### config.mk
export PLATFORM = sky130hd
export DESIGN_NAME = me_block_sequencer
export DESIGN_NICKNAME = d
export VERILOG_FILES = /design/src/rtl/me_block_sequencer.sv
export SDC_FILE = /design/constraint.sdc
export NUM_CORES = 1
export LEC_CHECK = 0
export BUFFER_PORTS_ARGS = -buffer_cell sky130_fd_sc_hd__buf_2
export CORE_ASPECT_RATIO = 1.25
export CORE_MARGIN = 2
export CORE_UTILIZATION = 30
export CTS_BUF_LIST = sky130_fd_sc_hd__clkbuf_16
export DETAILED_ROUTE_END_ITERATION = 12
export HOLD_SLACK_MARGIN = 0.06
export RECOVER_POWER = 100
export SYNTH_ARGS = -nofsm -noshare
export SYNTH_HDL_FRONTEND = slang
export SYNTH_SLANG_ARGS = --single-unit
export TNS_END_PERCENT = 100
### constraint.sdc
create_clock -name clk -period 4.85 [get_ports clk]
set_clock_uncertainty 0.15 [all_clocks]
set_input_delay 1.455 -clock clk [delete_from_list [all_inputs] [get_ports clk]]
set_output_delay 1.455 -clock clk [all_outputs]
set_load 0.01 [all_outputs]
### src/rtl/me_block_sequencer.sv
// me_block_sequencer
// Frame-level control for the motion estimator core. It walks the macroblocks
// of a frame in raster order. For each block it starts a search and waits for
// the core to finish, or for the watchdog to give up. The result is tagged
// with the block coordinates and queued in a first-word-fall-through FIFO that
// downstream consumers drain through a valid/ready handshake.
//
// Ports
//   clk, rst            rising-edge clock, async active-high reset
//   frame_start         one-cycle request to process a frame (accepted in IDLE only)
//   frame_busy          high from frame accept until frame_done
//   frame_done          one-cycle pulse after the last block's result is queued
//   me_start            core start_signal, high for the whole search
//   me_completed        core process_completed level; its rising edge ends a search
//   me_best_dist        core best_distance
//   me_mv_x, me_mv_y    core motion vector (two's complement)
//   block_x, block_y    coordinates of the current block
//   res_valid           FIFO head valid
//   res_ready           consumer accepts the head
//   res_data            {block_y, block_x, timeout, best_dist, mv_y, mv_x}
//   timeout_err         sticky: a block in the current/last frame timed out
module me_block_sequencer #(
  parameter int BLOCKS_X    = 4,
  parameter int BLOCKS_Y    = 4,
  parameter int DIST_W      = 8,
  parameter int MV_W        = 4,
  parameter int FIFO_DEPTH  = 4,
  parameter int TIMEOUT_CYC = 4095,
  localparam int BXW   = (BLOCKS_X > 1) ? $clog2(BLOCKS_X) : 1,
  localparam int BYW   = (BLOCKS_Y > 1) ? $clog2(BLOCKS_Y) : 1,
  localparam int RES_W = BYW + BXW + 1 + DIST_W + 2 * MV_W
) (
  input  logic              clk,
  input  logic              rst,
  input  logic              frame_start,
  output logic              frame_busy,
  output logic              frame_done,
  output logic              me_start,
  input  logic              me_completed,
  input  logic [DIST_W-1:0] me_best_dist,
  input  logic [MV_W-1:0]   me_mv_x,
  input  logic [MV_W-1:0]   me_mv_y,
  output logic [BXW-1:0]    block_x,
  output logic [BYW-1:0]    block_y,
  output logic              res_valid,
  input  logic              res_ready,
  output logic [RES_W-1:0]  res_data,
  output logic              timeout_err
);

  localparam int PW  = (FIFO_DEPTH > 1) ? $clog2(FIFO_DEPTH) : 1;
  localparam int CW  = $clog2(FIFO_DEPTH + 1);
  localparam int WDW = $clog2(TIMEOUT_CYC + 1);

  localparam logic [BXW-1:0] X_LAST   = BXW'(BLOCKS_X - 1);
  localparam logic [BYW-1:0] Y_LAST   = BYW'(BLOCKS_Y - 1);
  localparam logic [PW-1:0]  PTR_LAST = PW'(FIFO_DEPTH - 1);
  localparam logic [CW-1:0]  DEPTH_C  = CW'(FIFO_DEPTH);
  localparam logic [WDW-1:0] WD_LAST  = WDW'(TIMEOUT_CYC - 1);

  typedef enum logic [2:0] {
    S_IDLE, S_ARM, S_RUN, S_CAPTURE, S_GAP, S_NEXT, S_DONE
  } state_t;

  state_t state_q, state_d;

  // Search bookkeeping
  logic              comp_q;       // me_completed from the previous cycle
  logic [WDW-1:0]    wd_q;         // RUN cycles spent on the current block
  logic              hold_timeout;
  logic [DIST_W-1:0] hold_dist;
  logic [MV_W-1:0]   hold_mv_x;
  logic [MV_W-1:0]   hold_mv_y;

  // Result FIFO
  logic [RES_W-1:0] mem [FIFO_DEPTH];
  logic [PW-1:0]    wr_ptr, rd_ptr;
  logic [CW-1:0]    fifo_count;
  logic             push, pop, fifo_full;

  logic comp_edge, wd_expired, last_block;

  // A level that was already high when RUN began is not an edge, because
  // comp_q tracks the input in every state.
  assign comp_edge  = me_completed && !comp_q;
  // This is the TIMEOUT_CYC-th RUN cycle.
  assign wd_expired = (wd_q == WD_LAST);
  assign last_block = (block_x == X_LAST) && (block_y == Y_LAST);
  assign fifo_full  = (fifo_count == DEPTH_C);

  // ---------------------------------------------------------------- FSM
  // NOTE: sequential state uses non-blocking assignments so every register
  // samples the pre-edge values, whatever the order of the statements.
  always_ff @(posedge clk or posedge rst) begin
    if (rst) state_q <= S_IDLE;
    else     state_q <= state_d;
  end

  // NOTE: state_d gets a default before the case, so no path leaves it
  // unassigned and no latch is inferred.
  always_comb begin
    state_d = state_q;
    unique case (state_q)
      S_IDLE:    if (frame_start) state_d = S_ARM;
      // Only start a search whose result has room in the FIFO.
      S_ARM:     if (!fifo_full) state_d = S_RUN;
      S_RUN:     if (comp_edge || wd_expired) state_d = S_CAPTURE;
      S_CAPTURE: state_d = S_GAP;
      // Let the core drop process_completed before the next search.
      S_GAP:     if (!me_completed) state_d = S_NEXT;
      S_NEXT:    state_d = last_block ? S_DONE : S_ARM;
      S_DONE:    state_d = S_IDLE;
      default:   state_d = S_IDLE;
    endcase
  end

  always_comb begin
    me_start   = (state_q == S_RUN);
    frame_busy = (state_q != S_IDLE);
    frame_done = (state_q == S_DONE);
    push       = (state_q == S_CAPTURE);
  end

  // ---------------------------------------------------------- datapath
  always_ff @(posedge clk or posedge rst) begin
    if (rst) begin
      comp_q       <= 1'b0;
      wd_q         <= '0;
      hold_timeout <= 1'b0;
      hold_dist    <= '0;
      hold_mv_x    <= '0;
      hold_mv_y    <= '0;
      block_x      <= '0;
      block_y      <= '0;
      timeout_err  <= 1'b0;
    end else begin
      comp_q <= me_completed;
      wd_q   <= (state_q == S_RUN) ? wd_q + 1'b1 : '0;

      if (state_q == S_RUN) begin
        // If the edge and the timeout land on the same cycle, the edge wins.
        if (comp_edge) begin
          hold_timeout <= 1'b0;
          hold_dist    <= me_best_dist;
          hold_mv_x    <= me_mv_x;
          hold_mv_y    <= me_mv_y;
        end else if (wd_expired) begin
          hold_timeout <= 1'b1;
          hold_dist    <= '1;
          hold_mv_x    <= '0;
          hold_mv_y    <= '0;
          timeout_err  <= 1'b1;
        end
      end

      if (state_q == S_IDLE) begin
        block_x <= '0;
        block_y <= '0;
        if (frame_start) timeout_err <= 1'b0;
      end else if (state_q == S_NEXT && !last_block) begin
        if (block_x == X_LAST) begin
          block_x <= '0;
          block_y <= block_y + 1'b1;
        end else begin
          block_x <= block_x + 1'b1;
        end
      end
    end
  end

  // -------------------------------------------------------------- FIFO
  assign res_valid = (fifo_count != '0);
  assign pop       = res_valid && res_ready;
  // Gate the head so the output reads zero while the FIFO is empty.
  assign res_data  = res_valid ? mem[rd_ptr] : '0;

  // NOTE: the storage array has no reset. Only the pointers and the count
  // define which entries are valid, so clearing the data would buy nothing.
  always_ff @(posedge clk) begin
    if (push) mem[wr_ptr] <= {block_y, block_x, hold_timeout, hold_dist, hold_mv_y, hold_mv_x};
  end

  // The ARM guard ensures that push never occurs while the FIFO is full.
  always_ff @(posedge clk or posedge rst) begin
    if (rst) begin
      wr_ptr     <= '0;
      rd_ptr     <= '0;
      fifo_count <= '0;
    end else begin
      if (push) wr_ptr <= (wr_ptr == PTR_LAST) ? '0 : wr_ptr + 1'b1;
      if (pop)  rd_ptr <= (rd_ptr == PTR_LAST) ? '0 : rd_ptr + 1'b1;
      if (push && !pop)      fifo_count <= fifo_count + 1'b1;
      else if (pop && !push) fifo_count <= fifo_count - 1'b1;
    end
  end

endmodule
After elaboration in Yosys (flattened, before gate mapping)
Memory sizes are Yosys's and may differ from the RTL's.
Index checks and enable logic that the tools add are counted.
{ "word_totals": {"register_bits": 45, "mem_bits_rw": 84, "inputBits": 21, "output_inout_bits": 30, "word_cells": 90, "memories": 1} }
{ "memory_table": {"columns": ["name", "depth", "width", "read_ports", "rd_ports_with_merged_regs", "wr", "line_no", "rtl"], "rows": [
  ["mem", 4, 21, 1, 0, 1, "76", "logic [RES_W-1:0] mem [FIFO_DEPTH];"]
]} }
{ "classes": {"n_addsub": 7, "n_eq_ne": 16, "n_mux": 32, "n_reduce_logical": 21} }
{ "ops": {"columns": ["operator", "n"], "rows": [
  ["2-to-1 mux 21 bit", 1],
  ["2-to-1 mux 3 bit", 7],
  ["one-hot mux 3 bit (6 select lines)", 1],
  ["2-to-1 mux 2 bit", 8],
  ["2-to-1 mux 8 bit", 2],
  ["adder 12 x 1 -> 12 bit (second input constant)", 1],
  ["equality test 12 bit (second input constant)", 1],
  ["equality test 3 bit (second input constant)", 4],
  ["2-to-1 mux 12 bit", 1],
  ["2-to-1 mux 4 bit", 3],
  ["2-to-1 mux 1 bit", 9],
  ["adder 2 x 1 -> 2 bit (second input constant)", 4],
  ["equality test 2 bit (second input constant)", 4],
  ["nonzero test 2 bit", 4],
  ["equality test 3 x 2 -> 1 bit (second input constant)", 2],
  ["logical AND 1 bit", 6],
  ["inequality test 2 bit (second input constant)", 3],
  ["nonzero test 3 bit", 2],
  ["logical NOT 1 bit", 4],
  ["AND reduction 2 bit", 2],
  ["AND reduction 4 bit", 1],
  ["adder 3 x 1 -> 3 bit (second input constant)", 1],
  ["equality test 3 x 1 -> 1 bit (second input constant)", 1],
  ["logical NOT 3 bit", 1],
  ["3 further kinds", 3]
]} }

Logic depth before layout (Yosys ltp)
Gate-level depths: netlist of the first run.
{ "logic_depth": {"word_depth": 6, "mapped_depth": 9, "depth_no_buf": 8} }

Worst setup path after synthesis of the first run
OpenSTA, ideal clock, no wires.
{ "synth_timing": {"path_type": "flip-flop to output port", "startpoint": "register rd_ptr[0]", "endpoint": "output port res_data[10]", "arrival_time_ns": 1.606, "setup_slack_ns": 1.639, "path_stages_with_launch": 5, "path_buffers": 2, "cell_sequence": "dfrtp_1 > clkbuf_1 > buf_2 > mux4_2 > and2_1"} }
{ "synth_between": {"elab_chain_len": 2} }
{ "synth_rtl": {"columns": ["item", "line_no", "rtl"], "rows": [
  ["from (decl)", "77", "logic [PW-1:0] wr_ptr, rd_ptr;"],
  ["from (signal assigned)", "191", "if (pop) rd_ptr <= (rd_ptr == PTR_LAST) ? '0 : rd_ptr + 1'b1;"],
  ["memory read (4 x 21 bit)", null, null],
  ["2-to-1 mux 21 bit", "175", "assign res_data = res_valid ? mem[rd_ptr] : '0;"],
  ["to (decl)", "47", "output logic [RES_W-1:0] res_data,"]
]} }
Every way passes these cells.

Final worst setup path of the first run
{ "layout_timing": {"startpoint": "input port me_completed", "endpoint": "register hold_dist[4]"} }
{ "layout_between": {"elab_chain_len": 3, "elab_cells_between_ends": 4, "classes_between": "mux (1); reduce/logical (3)"} }
{ "layout_rtl": {"columns": ["item", "line_no", "rtl"], "rows": [
  ["from (decl)", "39", "input logic me_completed,"],
  ["logical AND 1 bit *", "85", "assign comp_edge = me_completed && !comp_q;"],
  ["nonzero test 2 bit (no line)", null, null],
  ["AND reduction 2 bit (no line)", null, null],
  ["to (signal assigned)", "144", "hold_dist <= me_best_dist;"],
  ["to (decl)", "71", "logic [DIST_W-1:0] hold_dist;"]
]} }
Mark *: on every way between the ends. The rest lies on a longest branch, timed or not.
A chain may end at the register's enable or synchronous reset.

==> results of run 1 <==
[metrics by stage]
stage               instances  hold slack, ps
finish                    617             327
floorplan                 321             299
global placement          585             319
global route              617             355
CTS                       617             329
detailed placement        585             318
[worst max-delay path, stage by stage]
cell	delay [ps]
sky130_fd_sc_hd__clkbuf_1	140
sky130_fd_sc_hd__nand2b_1	120
sky130_fd_sc_hd__nor2_1	1150
sky130_fd_sc_hd__a21oi_1	760
sky130_fd_sc_hd__a221o_1	490
[flip-flops by register name (all words and copies together) (netlist names), 3 cells and up]
| register | count |
|---|---|
| wd_q | 12 |
| fifo_count | 3 |
| hold_mv_y | 4 |
| hold_mv_x | 4 |
| mem | 84 |
| hold_dist | 8 |
| state_q | 3 |
[kinds of logic (layout without fill, tap and decap cells)]
logic type,after synthesis,count (layout)
AOI/OAI and AO/OA,35,35
xor gates and xnor gates,12,12
adders and majority gates,11,11
buffers and inverters,27,99
DFF,129,129
muxes,24,24
and+or+nand+nor,83,83
[final cells by class]
| class | count | area, um2 | area share, % |
|---|---|---|---|
| sequential | 129 | 3650 | 57.5 |
| multi-input combinational | 165 | 1480 | 23.4 |
| clock buffer | 17 | 425 | 6.71 |
| tap | 224 | 280 | 4.42 |
| timing repair buffer | 54 | 241 | 3.81 |
| clock inverter | 15 | 215 | 3.39 |
| inverter | 13 | 48.8 | 0.769 |
[report_power, final]
group / leakage (nW) / internal, mW / total, mW / switching [mW]
logic: 0.708 / 0.456 / 0.914 / 0.458
clock network: 0.300 / 0.908 / 1.36 / 0.454
registers: 1.34 / 1.45 / 1.66 / 0.208
total: 2.35 / 2.81 / 3.93 / 1.12
[worst max path at each step]
stage	slack, ps	cells past startpoint	end
finish	850	5	hold_dist[4]
global route	600	5	hold_dist[4]
CTS	980	3	res_data[16]
detailed placement	1430	3	res_data[16]
global placement	1450	3	res_data[20]
floorplan	1640	4	res_data[10]
[per-layer routing]
metal	up-vias	wire (um)	global-route usage, %
met4	0	102	4.54
li1	1336	-	-
met5	-	0	0
met1	1443	4570	14.9
met2	58	5310	19.9
met3	6	440	3.93
[synthesized netlist by cell type (7+ instances only)]
cell | n | area [um2]
sky130_fd_sc_hd__nand2_1 | 10 | 37.5
sky130_fd_sc_hd__mux4_2 | 21 | 473
sky130_fd_sc_hd__and2_1 | 25 | 156
sky130_fd_sc_hd__nor2_1 | 18 | 67.6
sky130_fd_sc_hd__xnor2_1 | 8 | 70.1
sky130_fd_sc_hd__inv_1 | 12 | 45.0
sky130_fd_sc_hd__a221o_1 | 7 | 70.1
sky130_fd_sc_hd__nor3_1 | 9 | 45.0
sky130_fd_sc_hd__edfxtp_1 | 84 | 2520
sky130_fd_sc_hd__a22o_1 | 10 | 87.6
sky130_fd_sc_hd__dfrtp_1 | 45 | 1130
sky130_fd_sc_hd__ha_1 | 10 | 125
==> impl_metrics.env, run 1 <==
export IMPL_outcome="finished with violations"
export IMPL_violations="capacitance limit, slew limit"
export IMPL_rsz_0062_raised_after_global_routing="false"
export IMPL_layout_commonest_cell="sky130_fd_sc_hd__edfxtp_1"
export IMPL_cts_hold_repair_buffers=0
export IMPL_critical_path_start_type="input port"
export IMPL_clk_latency_ps=410
export IMPL_timing_final_crit_share_pct=82.4
export IMPL_cts_buffers_inserted=17
export IMPL_drt_vias_per_instance=4.61
export IMPL_chipWidth_um=123
export IMPL_basic_gate_share_of_the_synthesized_area_counting_and_or_nand_and_nor_cells_pct=8.81
export IMPL_synth_nets=353
export IMPL_placeableCoreArea_mm2=0.0174
export IMPL_drv_slew=125
export IMPL_numPortBuffers=50
export IMPL_number_of_global_route_vias_before_repair=3073
export IMPL_antenna_violating_nets_left=0
export IMPL_fin_ws_ps=853
export IMPL_post_route_cells_drive_above_1_share_pct=21.4
export IMPL_time_the_final_worst_path_needs_with_i_o_delays_and_setup_ps=4000
export IMPL_setup_violations_final=0
export IMPL_placed_area_mm2=0.00577
export IMPL_synth_mux_area_fraction_pct=9.57
export IMPL_setup_worst_path_start="me_completed"
export IMPL_min_path_type="register to register"
export IMPL_design_portCount=51
export IMPL_globalRouteOverflowTotal=0
export IMPL_synth_top_family_by_area="multiplexers"
export IMPL_final_area_mm2=0.00634
export IMPL_drt_pass1_iterations=4
export IMPL_critical_setup_path_class="input port to register"
export IMPL_synth_sequential_area_ratio_pct=69.1
export IMPL_synthAdderAreaFrac_pct=2.75
export IMPL_synth_warnings=0
export IMPL_max_vdd_ir_drop_v=0.000272
export IMPL_worst_hold_path_num_cells=1
export IMPL_post_cts_setup_buffers=0
export IMPL_sum_of_negative_setup_slack_ps=0
export IMPL_final_estimated_routing_congestion_in_global_placement=0.690
export IMPL_die_area_mm2=0.0187
export IMPL_synth_cells=321
export IMPL_post_cts_resized=0
export IMPL_grt_pass1_wl_mm=16.8
export IMPL_n_fill_cell=1613
export IMPL_die_y_um=152
export IMPL_reg2reg_to="hold_dist[4]"
export IMPL_drcViolationCount=0
export IMPL_grtUsageTotal_pct=12.2
export IMPL_antenna_cells_inserted=0
export IMPL_tritoncts_clock_tree="yes"
export IMPL_power_total_mw=3.93
export IMPL_routed_wire_per_std_cell_um=16.9
export IMPL_worst_slew_pin_transition_ps=1850
export IMPL_pre_cts_ws_ps=1430
export IMPL_yosys_area_share_xor_xnor_pct=1.99
export IMPL_timing_critical_path_fanout_max=17
export IMPL_dp_hpwl_mm=6.48
export IMPL_fin_nets=412
export IMPL_timing_final_hold_violations=0
export IMPL_r2r_start="state_q[2]"
export IMPL_synth_compound_area_share_pct=5.47
export IMPL_numClockSinks=129
export IMPL_number_of_synthesized_register_bits=129
export IMPL_min_from="fifo_count[2]"
export IMPL_layout_cells_most_common_list="sky130_fd_sc_hd__edfxtp_1, sky130_fd_sc_hd__dfrtp_1, sky130_fd_sc_hd__buf_2"
export IMPL_timing_fmax_ghz=0.250
export IMPL_timing_critical_path_arrival_ps=4130
export IMPL_dr_total_vias=2843
export IMPL_share_of_synthesized_registers_carrying_an_async_set_or_reset_pct=34.9
export IMPL_initial_core_util_pct=30.4
export IMPL_worst_hold_path_endpoint="fifo_count[2]"
export IMPL_grt_max_degree=46
export IMPL_worst_path_required_time_ps=4980
export IMPL_clk_path_buf_depth=2
export IMPL_drtIter0Drc=213
export IMPL_reg2reg_slack_ps=940
export IMPL_synth_edf_count=84
export IMPL_layout_area_overhead_vs_synth_pct=20.1
export IMPL_clock_root_buffer="sky130_fd_sc_hd__clkbuf_16"
export IMPL_synth_area_mm2=0.00528
export IMPL_clkTransAtPathRegs_ps=60
export IMPL_maxSlewHeadroom_pct=-23.5
export IMPL_worst_r2r_path_depth=4
export IMPL_cts_htree_levels=4
export IMPL_cap_violations=5
export IMPL_predominant_post_synthesis_flop_cell="sky130_fd_sc_hd__edfxtp_1"
export IMPL_std_cell_rows=54
export IMPL_antenna_violations_before_repair=0
export IMPL_drt_total_wl_mm=10.4
export IMPL_synth_lib_cells_used_distinct=43
export IMPL_powerDensity_mw_per_mm2=620
export IMPL_critPathCaptureType="register"
export IMPL_power_leakage_nw=2.35
export IMPL_synth_area_per_cell_um2=16.5
export IMPL_final_core_util_pct=36.5
Power figures use the tool's default switching activity.
==> inputs of run 2 (changes only) <==
==> constraint.sdc (replaced) <==
create_clock -name clk -period 3.7 [get_ports clk]
set_clock_uncertainty 0.15 [all_clocks]
set_input_delay 1.11 -clock clk [delete_from_list [all_inputs] [get_ports clk]]
set_output_delay 1.11 -clock clk [all_outputs]
set_load 0.01 [all_outputs]
==> impl_metrics.env, run 2 (same netlist as run 1, synthesis figures left out) <==
export IMPL_outcome="finished with violations"
export IMPL_chipWidth_um=123
export IMPL_post_placement_cell_count=588
export IMPL_worst_path_required_time_ps=2440
export IMPL_maxSlewHeadroom_pct=-23.9
export IMPL_clk_latency_ps=410
export IMPL_drt_vias_per_instance=4.63
export IMPL_clkTransAtPathRegs_ps=60
export IMPL_antenna_cells_inserted=0
export IMPL_timing_critical_path_cells="or3b_1, inv_1, clkbuf_1"
export IMPL_n_fill_cell=1644
export IMPL_tritoncts_clock_tree="yes"
export IMPL_initial_core_util_pct=30.4
export IMPL_numPortBuffers=50
export IMPL_std_cell_rows=54
export IMPL_met1_usage_pct=14.4
export IMPL_powerDensity_mw_per_mm2=779
export IMPL_routed_wire_per_std_cell_um=16.6
export IMPL_fin_ws_ps=401
export IMPL_critical_setup_path_class="register to output pin"
export IMPL_grt_use_met3_pct=3.44
export IMPL_drt_total_wl_mm=10.3
export IMPL_dp_hpwl_mm=6.57
export IMPL_die_area_mm2=0.0187
export IMPL_post_cts_setup_buffers=0
export IMPL_final_area_mm2=0.00630
export IMPL_timing_final_crit_share_pct=89.2
export IMPL_time_the_final_worst_path_needs_with_i_o_delays_and_setup_ps=3300
export IMPL_layout_commonest_cell="sky130_fd_sc_hd__edfxtp_1"
export IMPL_placeableCoreArea_mm2=0.0174
export IMPL_antenna_violating_nets_left=0
export IMPL_violations="capacitance limit, slew limit"
export IMPL_post_route_cells_drive_above_1_share_pct=22.0
export IMPL_design_portCount=51
export IMPL_drt_pass1_iterations=4
export IMPL_final_estimated_routing_congestion_in_global_placement=0.734
export IMPL_cts_buffers_inserted=17
export IMPL_min_path_type="register to register"
export IMPL_globalRouteMet2Util_pct=19.6
export IMPL_critPathTopFamily="simple AND/OR/NAND/NOR gates"
export IMPL_number_of_global_route_vias_before_repair=3063
export IMPL_cts_htree_levels=4
export IMPL_placed_area_mm2=0.00583
export IMPL_cap_violations=2
export IMPL_multi_input_gate_area_in_the_final_layout_mm2=0.00150
export IMPL_layout_cells_non_filler=620
export IMPL_clk_path_buf_depth=2
export IMPL_critical_path_max_stage_delay_ps=710
export IMPL_grt_pass1_wl_mm=16.5
export IMPL_sum_of_negative_setup_slack_ps=0
export IMPL_clock_root_buffer="sky130_fd_sc_hd__clkbuf_16"
export IMPL_fin_nets=415
export IMPL_crit_path_top_delay_cell="sky130_fd_sc_hd__or3b_1"
export IMPL_timing_critical_path_arrival_ps=2040
export IMPL_drv_slew=63
export IMPL_post_cts_resized=0
export IMPL_layout_cells_most_common_list="sky130_fd_sc_hd__edfxtp_1, sky130_fd_sc_hd__dfrtp_1, sky130_fd_sc_hd__clkbuf_1"
export IMPL_setup_violations_final=0
export IMPL_die_y_um=152
export IMPL_worst_slew_pin_transition_ps=1860
export IMPL_drcViolationCount=0
export IMPL_max_vdd_ir_drop_v=0.000408
export IMPL_timing_critical_path_fanout_max=16
export IMPL_globalRouteOverflowTotal=0
export IMPL_timing_final_hold_violations=0
export IMPL_antenna_violations_before_repair=0
export IMPL_rsz_0062_raised_after_global_routing="false"
export IMPL_critPathCaptureType="output pin"
export IMPL_worstPathBufferInverterCount=2
export IMPL_numClockSinks=129
export IMPL_area_sequential_mm2=0.00365
export IMPL_grt_max_degree=46
export IMPL_drtIter0Drc=139
export IMPL_grt_busiest_layer="met2"
export IMPL_layout_area_overhead_vs_synth_pct=19.2
export IMPL_power_leakage_nw=2.35
export IMPL_largestRegisters="mem x84, wd_q x12, hold_dist x8"
export IMPL_pre_cts_ws_ps=823
export IMPL_largest_register="mem"
export IMPL_final_hold_worst_slack_ps=332
export IMPL_dr_total_vias=2868
export IMPL_cts_hold_repair_buffers=0
export IMPL_timing_fmax_ghz=0.303
export IMPL_grtUsageTotal_pct=11.8
export IMPL_largest_register_ff_count=84
export IMPL_critical_path_start_type="register"
## run 2: final cells by class
type | count | share of cell area [%]
sequential | 129 | 57.9
multi-input combinational | 165 | 23.8
clock buffer | 17 | 6.76
timing repair buffer | 57 | 4.45
tap | 224 | 4.45
clock inverter | 15 | 1.83
inverter | 13 | 0.775
## run 2: final timing paths
path | start | end | slack, ps | cells after the start
min in group asynchronous | rst | hold_dist[4] | 1150 | 2
max | state_q[0] | me_start | 400 | 3
min reg2reg | fifo_count[2] | fifo_count[2] | 330 | 1
max reg2reg | state_q[2] | hold_dist[2] | 480 | 4
max in group asynchronous | rst | hold_dist[7] | 1170 | 2
min | fifo_count[2] | fifo_count[2] | 330 | 1
## run 2: metal layers
layer  vias to the layer above  part of all wire, %
met2                        49                   51
met1                      1468                   43
li1                       1342                    -
met4                         0                  1.3
met3                         9                  3.9
met5                         -                    0
## run 2: per-stage QoR
step / utilization [%] / total power [mW]
after floorplan: - / 3.03
after global placement: 33.6 / 3.47
after detailed placement: 33.6 / 3.54
after CTS: 36.7 / 5.04
after global routing: 36.3 / 5.19
final: 36.3 / 4.91
## run 2: where the power goes
part / total [mW] / switching, mW / internal, mW
clock: 1.48 / 0.623 / 0.861
sequential: 2.15 / 0.250 / 1.90
combinational: 1.27 / 0.641 / 0.632
